<file path="src/rtl/seg7_pkg.sv">
// Shared 7-segment definitions: active-low segment patterns (order a..g,
// bit 6 = a) and the digit-slot numbering used by the display scanners.
package seg7_pkg;

    localparam logic [6:0] SEG_0     = 7'b0000001;
    localparam logic [6:0] SEG_1     = 7'b1001111;
    localparam logic [6:0] SEG_2     = 7'b0010010;
    localparam logic [6:0] SEG_3     = 7'b0000110;
    localparam logic [6:0] SEG_4     = 7'b1001100;
    localparam logic [6:0] SEG_5     = 7'b0100100;
    localparam logic [6:0] SEG_6     = 7'b0100000;
    localparam logic [6:0] SEG_7     = 7'b0001111;
    localparam logic [6:0] SEG_8     = 7'b0000000;
    localparam logic [6:0] SEG_9     = 7'b0000100;
    localparam logic [6:0] SEG_DASH  = 7'b1111110;
    localparam logic [6:0] SEG_BLANK = 7'b1111111;

    // Digit slots, right to left on the display.
    localparam logic [1:0] DIG_PU = 2'd0;  // product units
    localparam logic [1:0] DIG_PT = 2'd1;  // product tens
    localparam logic [1:0] DIG_B  = 2'd2;  // operand B
    localparam logic [1:0] DIG_A  = 2'd3;  // operand A

endpackage

</file>
<file path="src/rtl/seg7_decode.sv">
// Combinational BCD to active-low 7-segment decoder with a blank override.
// Values 10..15 show a dash so a bad digit is visible rather than silent.
module seg7_decode
    import seg7_pkg::*;
(
    input  logic [3:0] val,
    input  logic       blank,
    output logic [6:0] seg_n
);

    // Pattern lookup; blank wins over any value.
    always_comb begin
        // NOTE: every path assigns seg_n (default first), so no latch is inferred.
        seg_n = SEG_DASH;
        if (blank) begin
            seg_n = SEG_BLANK;
        end else begin
            case (val)
                4'd0:    seg_n = SEG_0;
                4'd1:    seg_n = SEG_1;
                4'd2:    seg_n = SEG_2;
                4'd3:    seg_n = SEG_3;
                4'd4:    seg_n = SEG_4;
                4'd5:    seg_n = SEG_5;
                4'd6:    seg_n = SEG_6;
                4'd7:    seg_n = SEG_7;
                4'd8:    seg_n = SEG_8;
                4'd9:    seg_n = SEG_9;
                default: seg_n = SEG_DASH;
            endcase
        end
    end

endmodule

</file>
<file path="src/rtl/mult_disp_scan.sv">
// Display stage for the 2-bit multiplier: snapshots A, B and A*B once per
// refresh frame and time-multiplexes them onto a 4-digit common-anode
// display (A | B | product tens | product units).
module mult_disp_scan
    import seg7_pkg::*;
#(
    parameter int SCAN_DIV = 50000
) (
    input  logic       clk,
    input  logic       rst_n,
    input  logic [1:0] a_in,
    input  logic [1:0] b_in,
    input  logic [3:0] p_in,
    output logic [6:0] seg_n,
    output logic [3:0] an_n,
    output logic       frame_tick
);

    localparam int             CNT_W    = (SCAN_DIV > 1) ? $clog2(SCAN_DIV) : 1;
    localparam logic [CNT_W-1:0] CNT_LAST = CNT_W'(SCAN_DIV - 1);

    logic [CNT_W-1:0] cnt;
    logic [1:0]       idx;
    logic [1:0]       a_sh;
    logic [1:0]       b_sh;
    logic [3:0]       p_sh;
    logic             valid;

    logic             cnt_last;
    logic             tens;
    logic [3:0]       units;
    logic [3:0]       dig_val;
    logic             dig_blank;
    logic [6:0]       dec_seg_n;

    assign cnt_last = (cnt == CNT_LAST);

    // Prescaler, digit index and once-per-frame snapshot of the inputs.
    always_ff @(posedge clk or negedge rst_n) begin
        if (!rst_n) begin
            cnt        <= '0;
            idx        <= DIG_PU;
            // NOTE: shadows are reset so a frame can never show stale data;
            // valid still gates them until the first snapshot.
            a_sh       <= '0;
            b_sh       <= '0;
            p_sh       <= '0;
            valid      <= 1'b0;
            frame_tick <= 1'b0;
        end else begin
            // NOTE: non-blocking everywhere here so every register samples
            // the pre-edge state, matching the hardware it describes.
            frame_tick <= 1'b0;
            if (cnt_last) begin
                cnt <= '0;
                idx <= idx + 2'd1;
                if (idx == DIG_A) begin
                    a_sh       <= a_in;
                    b_sh       <= b_in;
                    p_sh       <= p_in;
                    valid      <= 1'b1;
                    frame_tick <= 1'b1;
                end
            end else begin
                cnt <= cnt + 1'b1;
            end
        end
    end

    // Split the product into decimal digits and pick the digit for this slot.
    always_comb begin
        tens      = (p_sh >= 4'd10);
        units     = tens ? (p_sh - 4'd10) : p_sh;
        dig_val   = units;
        dig_blank = 1'b0;
        case (idx)
            DIG_PU: dig_val = units;
            DIG_PT: begin
                dig_val   = {3'b000, tens};
                dig_blank = !tens;
            end
            DIG_B:  dig_val = {2'b00, b_sh};
            default: dig_val = {2'b00, a_sh};
        endcase
    end

    seg7_decode u_dec (
        .val   (dig_val),
        .blank (dig_blank),
        .seg_n (dec_seg_n)
    );

    // Anode and segments register together so no cycle mixes two digits.
    always_ff @(posedge clk or negedge rst_n) begin
        if (!rst_n) begin
            seg_n <= SEG_BLANK;
            an_n  <= 4'hF;
        end else if (valid) begin
            seg_n <= dec_seg_n;
            an_n  <= ~(4'b0001 << idx);
        end else begin
            seg_n <= SEG_BLANK;
            an_n  <= 4'hF;
        end
    end

endmodule

</file>
<file path="config.mk">
export PLATFORM = sky130hd
export DESIGN_NAME = mult_disp_scan
export DESIGN_NICKNAME = d
export VERILOG_FILES = /design/src/rtl/seg7_pkg.sv /design/src/rtl/seg7_decode.sv /design/src/rtl/mult_disp_scan.sv
export SDC_FILE = /design/constraint.sdc
export NUM_CORES = 1
export LEC_CHECK = 0
export ABC_AREA = 1
export CORE_UTILIZATION = 56
export DETAILED_ROUTE_END_ITERATION = 8
export HOLD_SLACK_MARGIN = 0.08
export PLACE_DENSITY = 0.79
export RECOVER_POWER = 25
export SLEW_MARGIN = 30
export SYNTH_ARGS = -nofsm -noshare
export SYNTH_HDL_FRONTEND = slang
export SYNTH_SLANG_ARGS = --single-unit
</file>
<file path="constraint.sdc">
create_clock -name clk -period 2 [get_ports clk]
set_input_delay 0.6 -clock clk [delete_from_list [all_inputs] [get_ports clk]]
set_output_delay 0.6 -clock clk [all_outputs]
set_load 0.02 [all_outputs]
</file>
* Word level (Yosys, flattened, before mapping) *
Memory sizes are Yosys's and may differ from the RTL's.
Cells that the tools add are included.

word-level totals
  output and inout port bits = 12
  memories = 1
  bits of input ports = 10
  flip-flop bits (word level) = 39
  bits in read-only memories = 112

operators by class
  equal/unequal tests = 4
  bitwise operators = 1
  $lt $le $gt $ge = 1
  shift operators = 1
  add/subtract/negate cells = 3
  reduce and logical (&&, ||, !) cells = 3
  multiplexer cells = 9

memories
  memory            depth  width  rd ports  clocked after memory_dff  write ports  RTL line           text
  (name not given)  16     7      1         0                         0            seg7_decode.sv:18  case (val)

operator list
  operator                                              number
  adder 16 x 1 -> 16 bit (second input constant)        1
  equality test 16 bit (second input constant)          1
  two-way mux 16 bit                                    1
  two-way mux 7 bit                                     2
  one-hot mux 4 bit (3 select lines)                    1
  two-way mux 4 bit                                     2
  equality test 2 bit (second input constant)           2
  >= comparator 4 bit (second input constant)           1
  inverter 4 bit                                        1
  left shift 1 x 2 -> 4 bit (first input constant)      1
  subtractor 4 bit (second input constant)              1
  two-way mux 1 bit                                     3
  adder 2 x 1 -> 2 bit (second input constant)          1
  equality test 2 x 1 -> 1 bit (second input constant)  1
  zero test 2 bit                                       1
  AND reduction 2 bit                                   1
  zero test 1 bit                                       1

* Depth between registers and ports, before layout *
An unclocked memory read counts as a cell.

  word-level depth = 6
  mapped depth = 13
  depth with buffers taken out = 13

* By module *
Synthesis repeated with hierarchy kept, for this count alone.

unflattened totals
  cell total of the unflattened synthesis = 254
  area, all modules = 2128.3 µm²

modules (own cells, without submodules)
  module          cells each  area each (µm²)  instances
  mult_disp_scan  217         1931.9           1
  seg7_decode     37          196.4            1

* Worst setup path after synthesis *
No wires, ideal clock.

  path type = flip-flop to flip-flop
  start point = reg idx[0]
  end point = reg seg_n[3]
  arrival = 1671 ps
  required time = 1902 ps
  slack = 231 ps
  cell stages (with the launch flop) = 13
  cells stage by stage = dfrtp_1 > inv_1 > ha_1 > nand2_1 > nand2_1 > o21bai_1 > nand2_1 > inv_1 > ha_1 > inv_1 > nand4_1 > nand3_1 > nand3_1

on the way
  cells in the longest elaborated chain, start to end = 5
  elaborated cells between the ends (all ways) = 8

ends and longest elaborated chain
  item                                               RTL line              text
  from (decl)                                        mult_disp_scan.sv:23  logic [1:0] idx;
  from (signal assigned)                             mult_disp_scan.sv:56  idx <= idx + 2'd1;
  equality test 2 bit, or another cell as far along  mult_disp_scan.sv:76  case (idx)
  one-hot mux 4 bit (3 select lines)                 mult_disp_scan.sv:76
  memory read (16 x 7 bit)                           n/a
  two-way mux 7 bit (*)                              seg7_decode.sv:15     if (blank) begin
  two-way mux 7 bit (*)                              mult_disp_scan.sv:98  end else if (valid) begin
  to (signal assigned)                               mult_disp_scan.sv:99  seg_n <= dec_seg_n;
  to (decl)                                          mult_disp_scan.sv:14  output logic [6:0] seg_n,

Every way passes the cells marked *; elsewhere a longest branch is shown, timed or not.
A chain may end at the register's enable or synchronous reset.

* Worst setup path in the final report *
  start point = reg frame_tick
  end point = out frame_tick

RTL lines
  item                    RTL line              text
  from (decl)             mult_disp_scan.sv:16  output logic frame_tick
  from (signal assigned)  mult_disp_scan.sv:49  frame_tick <= 1'b0;
  from (signal assigned)  mult_disp_scan.sv:53  frame_tick <= 1'b0;
  from (signal assigned)  mult_disp_scan.sv:62  frame_tick <= 1'b1;

No word-level cell between the ends.

==> results.toml <==
[timing]
rsz0062_at_grt = "false"
clock_skew_ns = 0.0202
finalCritPeriodShare_pct = 93.7
maxSlewViolCount = 0
tightest_slew_ns = 0.907
min_period_ns = 1.87
setup_violations = 0
relSlewSlack_pct = 39.5
finalSetupTns_ns = 0
hold_viol_final = 0
max_clock_freq_mhz = 534

[critical_path]
crit_path_max_fanout = 1
path_cells = "clkdlybuf4s50_1"
startpoint_type = "flop"
cp.arrival_ns = 1.27
cp_slowest_cell = "clkdlybuf4s50_1"
critPathBufInv = 1
slowest_delay_ns = 0.59
crit_required_ns = 1.40
r2r_slack_ns = 0.13
endpoint_kind = "output pin"
crit_type = "flop to output pin"
cp_top_family = "buffers and inverters"

[routing]
routed_wl_mm = 3.74
drtPass1Iterations = 4
drtAntennaViolNets = 0
viasPerCell = 4.96
initialDrtViolationCount = 49
num_vias = 1596
drcViolationCount = 0
avgRoutedWirePerCell_um = 11.6

[layout]
num_antenna_cells = 0
fin_area_um2 = 2370
nets = 297
utilization_pct = 69.8
syn2layout_area_growth_pct = 16.9
fill_cells = 283
layout-drive-gt1-share_pct = 12.7

[clock_network]
clk_latency_ns = 0.35
cts_max_path_buffers = 2
clock-sinks = 39
cts.reportedPaths.clkPinSlew_ns = 0.12
cts_hold_buf = 0
htree_num_levels = 2
cts_buffers = 5
cts_root_buf = "clkbuf_4"
cts_tree = "done"

[floorplan]
num_rows = 21
io_pins = 22
die_y_um = 62.1
start_util_pct = 59.7
core_region_area_um2 = 3390
die_area_um2 = 3860
fp.dieW_um = 62.1

[grt]
grt_use_total_pct = 22.5
grt_max_degree = 40
grt_pass1_vias = 1506
antenna_found_initial = 0
grt_pass1_wl_mm = 6.71
grt_overflow_total = 0

[power]
power_mw = 1.27
powerDensity_nw_per_um2 = 537
peakVddDrop_uv = 474
p_leak_nw = 1.19

[placed_design]
place_area_um2 = 2300
io_buffers = 21
gp_congestion = 0.871
dpl.hpwl_mm = 2.83

[synth]
synth_area_um2 = 2020
synth_warnings = 0
synth_top_area_cell = "dfrtp_1"
syn-num-nets = 266
synthTopCellsByArea = "dfrtp_1 (35%), dfstp_2 (14%), nand2_1 (14%)"
synthDistinctLibCells = 24
synth_ff_type = "dfrtp_1"
synth-seq-cells = 39
synth_cells = 244
synth_edf_count = 0
yosysSeqAreaShare_pct = 48.9
synth-async-reset-ratio_pct = 100
yosys.area.top_type_share_pct = 34.6
synth_commonest_cells = "nand2_1 (77), inv_1 (34), dfrtp_1 (28), nor2_1 (28), nand3_1 (17)"
syn_avg_cell_area_um2 = 8.29
yosysMostFrequentCell = "nand2_1"

[outcome]
status = "complete, no violations"

[worst_hold_path]
hp-class = "primary input to asynchronous set/reset pin"

[job]
cap_viol_max_count = 0
-- worst paths after layout --
| check | startpoint | endpoint | depth (start not counted) |
|---|---|---|---|
| hold / removal | rst_n | cnt[14]$_DFF_PN0_ | 2 |
| hold reg to reg | cnt[0]$_DFF_PN0_ | cnt[0]$_DFF_PN0_ | 1 |
| setup reg to reg | idx[0]$_DFFE_PN0N_ | seg_n[3]$_DFF_PN1_ | 11 |
| min in group clk | cnt[0]$_DFF_PN0_ | cnt[0]$_DFF_PN0_ | 1 |
| max in group asynchronous | rst_n | idx[1]$_DFFE_PN0N_ | 2 |
| setup / recovery | frame_tick$_DFF_PN0_ | frame_tick | 1 |
-- cell families (layout without fill, tap and decap cells) --
group           Yosys count  after routing  synth area share [%]
compound gates            9              9                  2.91
xor+xnor                  8              8                  3.46
fa+ha+maj                12             12                  7.42
buf+inv                  36             68                  6.99
flops                    39             39                  48.9
simple gates            140            140                  30.3
-- state kept, by name, summed over array words and instances (netlist names) --
| signal | flops |
|---|---|
| p_sh | 4 |
| b_sh | 2 |
| seg_n | 7 |
| idx | 2 |
| cnt | 16 |
| frame_tick | 1 |
| valid | 1 |
| a_sh | 2 |
| an_n | 4 |
-- area by class of cell --
type | instances | area (um^2) | share of cell area [%]
Clock buffer | 8 | 68.8 | 2.91
Inverter | 36 | 141 | 5.98
Multi-Input combinational cell | 169 | 897 | 37.9
Sequential cell | 39 | 990 | 41.8
Tap cell | 46 | 57.6 | 2.43
Timing Repair Buffer | 24 | 211 | 8.94
-- repair_timing --
item	in CTS	in global routing
setup buffers	0	1
hold endpoints to repair	0	0
resized for setup	11	3
endpoints found under the setup margin	11	2
-- report_power, final --
group / leakage, nW / switching, mW / total (mW) / internal (mW)
Combinational: 0.698 / 0.0159 / 0.0306 / 0.0147
Sequential: 0.451 / 0 / 0.789 / 0.789
Clock: 0.0386 / 0.244 / 0.451 / 0.207
Total: 1.19 / 0.260 / 1.27 / 1.01
-- per-stage QoR --
stage,setup WS (ns),cells,hold slack [ns]
after global routing,0.00769,322,0.490
after floorplan,0.231,244,0.304
after global placement,0.226,313,0.458
after detailed placement,0.130,313,0.460
final,0.127,322,0.433
after CTS,0.106,321,0.286
-- layer usage --
| layer | wire (um) | GRT usage [%] | vias to the layer above |
|---|---|---|---|
| met4 | 49 | 7.56 | 0 |
| met5 | 0 | 0 | - |
| met1 | 1830 | 31.7 | 738 |
| met3 | 144 | 6.62 | 5 |
| met2 | 1710 | 33.2 | 34 |
| li1 | - | - | 819 |
-- layout by cell type, fill, tap and decap left out, types with 2 or more instances in the layout --
cell type and count:
nand2_1 77, inv_1 33, nor2_1 28, dfrtp_1 28, nand3_1 17, dfstp_2 11, dlygate4sd2_1 11, ha_1 10
clkdlybuf4s50_1 9, xor2_1 8, nand4_1 5, nor3_1 5, clkbuf_4 5, a21oi_1 3, o21bai_1 3, or2_2 2
ha_2 2, clkbuf_8 2, buf_4 2
-- worst reg2reg max path, cell delays in order, from the launching register on --
cell	delay, ns
dfrtp_1	0.43
inv_1	0.13
ha_2	0.22
nand2_1	0.07
o21bai_1	0.14
nand2_1	0.09
inv_1	0.10
ha_1	0.23
inv_1	0.05
nand4_1	0.12
nand3_1	0.12
nand3_1	0.08
(Power assumes the default switching activity.)
==> edit (config.mk and constraints unchanged) <==
The parameter `SCAN_DIV` goes from 50000 to 25000.
--- a/src/rtl/mult_disp_scan.sv
+++ b/src/rtl/mult_disp_scan.sv
@@ -6,3 +6,3 @@
 #(
-    parameter int SCAN_DIV = 50000
+    parameter int SCAN_DIV = 25000
 ) (
Function: no difference found for any inputs over 10 cycles, from zero or initial values and one cycle with rst_n low; that may be too few to reach the edited logic, so the function may still have changed.
==> edit against the original RTL <==
Sequential share of layout area down 1.1 points. First-iteration DRC count up 49%. Die area down 1.7%. Cell count down 1.2%. Area after synthesis down 1.8%. Register-to-register slack better by 0.04 ns. Highest routed layer unchanged. Total power up 1.5%. Wire length down 4.2%. Sequential cell count down 1. Final area about the same. Worst setup slack worse by 0.014 ns. Worst hold slack better by 0.0016 ns. Largest cell class unchanged. Global-route usage down 0.59 points.
==> edit: results (changes against the original RTL) <==
metric,value,unit,change
overall via count from detail_route,1609,,+0.81%
Metal-1 WL,1610,µm,-12%
area post-placement,2280,µm²,-1.0%
reported leakage power,0.00117,µW,-1.4%
Final GP Congestion,0.876,,+0.52%
leading cell types by total area after synthesis,"sky130_fd_sc_hd__dfrtp_1 (34%), sky130_fd_sc_hd__dfstp_2 (15%), sky130_fd_sc_hd__nand2_1 (13%), sky130_fd_sc_hd__ha_1 (7.6%), sky130_fd_sc_hd__inv_1 (6.6%)",,
routed wirelength normalized by instance count,11.3,µm,-3.0%
# placed instances,308,,-1.6%
number of fill cells,296,,+4.6%
drt first-iter violations,73,,+49%
pre-CTS worst setup slack,0.114,ns,-0.0156 ns
sequential cell fraction of total power,59.6,%,-2.5 points
met1 usage,30.5,%,-1.3 points
final-layout worst hold slack,0.435,ns,+0.00165 ns
Max Clock Freq,530,MHz,-0.77%
wire length of the first global-routing pass,5920,µm,-12%
GR Layer Usage met2,32.3,%,-0.98 points
vias in the first global route,1385,,-8.0%
status,"complete, no violations",,
pin count of the biggest net entering global routing,39,,-2.5%
wire length on met3,260,µm,+81%
"Distinct cells, synth",26,,+8.3%
number of nets produced by synthesis,261,,-1.9%
internal power component,1020,µW,+1.3%
Post-Syn Instances,239,,-2.0%
reg2reg setup slack,0.17,ns,+0.04 ns
Avg Vias per Cell,5.06,,+2.1%
final total power,1290,µW,+1.5%
met2 wire len,1650,µm,-3.5%
list of most frequent post-synthesis cells,"sky130_fd_sc_hd__nand2_1 (70), sky130_fd_sc_hd__inv_1 (35), sky130_fd_sc_hd__dfrtp_1 (27), sky130_fd_sc_hd__nor2_1 (22), sky130_fd_sc_hd__nand3_1 (17)",,
actual slew at the worst max-slew pin,0.887,ns,-0.0198 ns
==> edit: cell types whose count changed in the layout (fill, tap and decap cells not counted), moves of 2 or more <==
| cell | before | now |
|---|---|---|
| sky130_fd_sc_hd__nand2_1 | 77 | 68 |
| sky130_fd_sc_hd__nor2_1 | 28 | 22 |
| sky130_fd_sc_hd__a21oi_1 | 3 | 5 |
| sky130_fd_sc_hd__inv_2 | 1 | 5 |
| sky130_fd_sc_hd__ha_1 | 10 | 8 |
| sky130_fd_sc_hd__o21bai_1 | 3 | 1 |
| sky130_fd_sc_hd__o21ai_0 | 1 | 5 |
| sky130_fd_sc_hd__nand2_2 | 1 | 4 |
==> edit: repair_timing <==
item / CTS / global route
resized for setup: 11 / 10
setup buffers: 0 / 2
pin swaps: 0 / 2
setup endpoints to repair: 11 / 4
endpoints found under the hold margin: 0 / 0
==> edit: area by class of cell <==
class | instances | area [µm²] | share of cell area, %
multi-input cells | 163 | 900 | 38.0
clock buffers | 8 | 78.8 | 3.33
flip-flops and latches | 38 | 965 | 40.8
well taps | 46 | 57.6 | 2.43
repair buffers | 25 | 219 | 9.25
inverters | 38 | 148 | 6.24
==> edit: worst paths after layout <==
check,from,to,depth (start not counted)
max,frame_tick,frame_tick,1
min in group clk,cnt[0],cnt[0],1
max reg2reg,idx[1],seg_n[5],10
min reg2reg,cnt[0],cnt[0],1
min,rst_n,p_sh[3],2
max in group asynchronous,rst_n,cnt[0],2
==> edit: cells by family after synthesis <==
family | Yosys count | synth area share [%]
and+or+nand+nor | 132 | 30.1
buffers and inverters | 38 | 7.43
adders and majority gates | 12 | 7.56
DFF | 38 | 48.6
xor gates and xnor gates | 7 | 3.09
AOI/OAI and AO/OA | 12 | 3.27
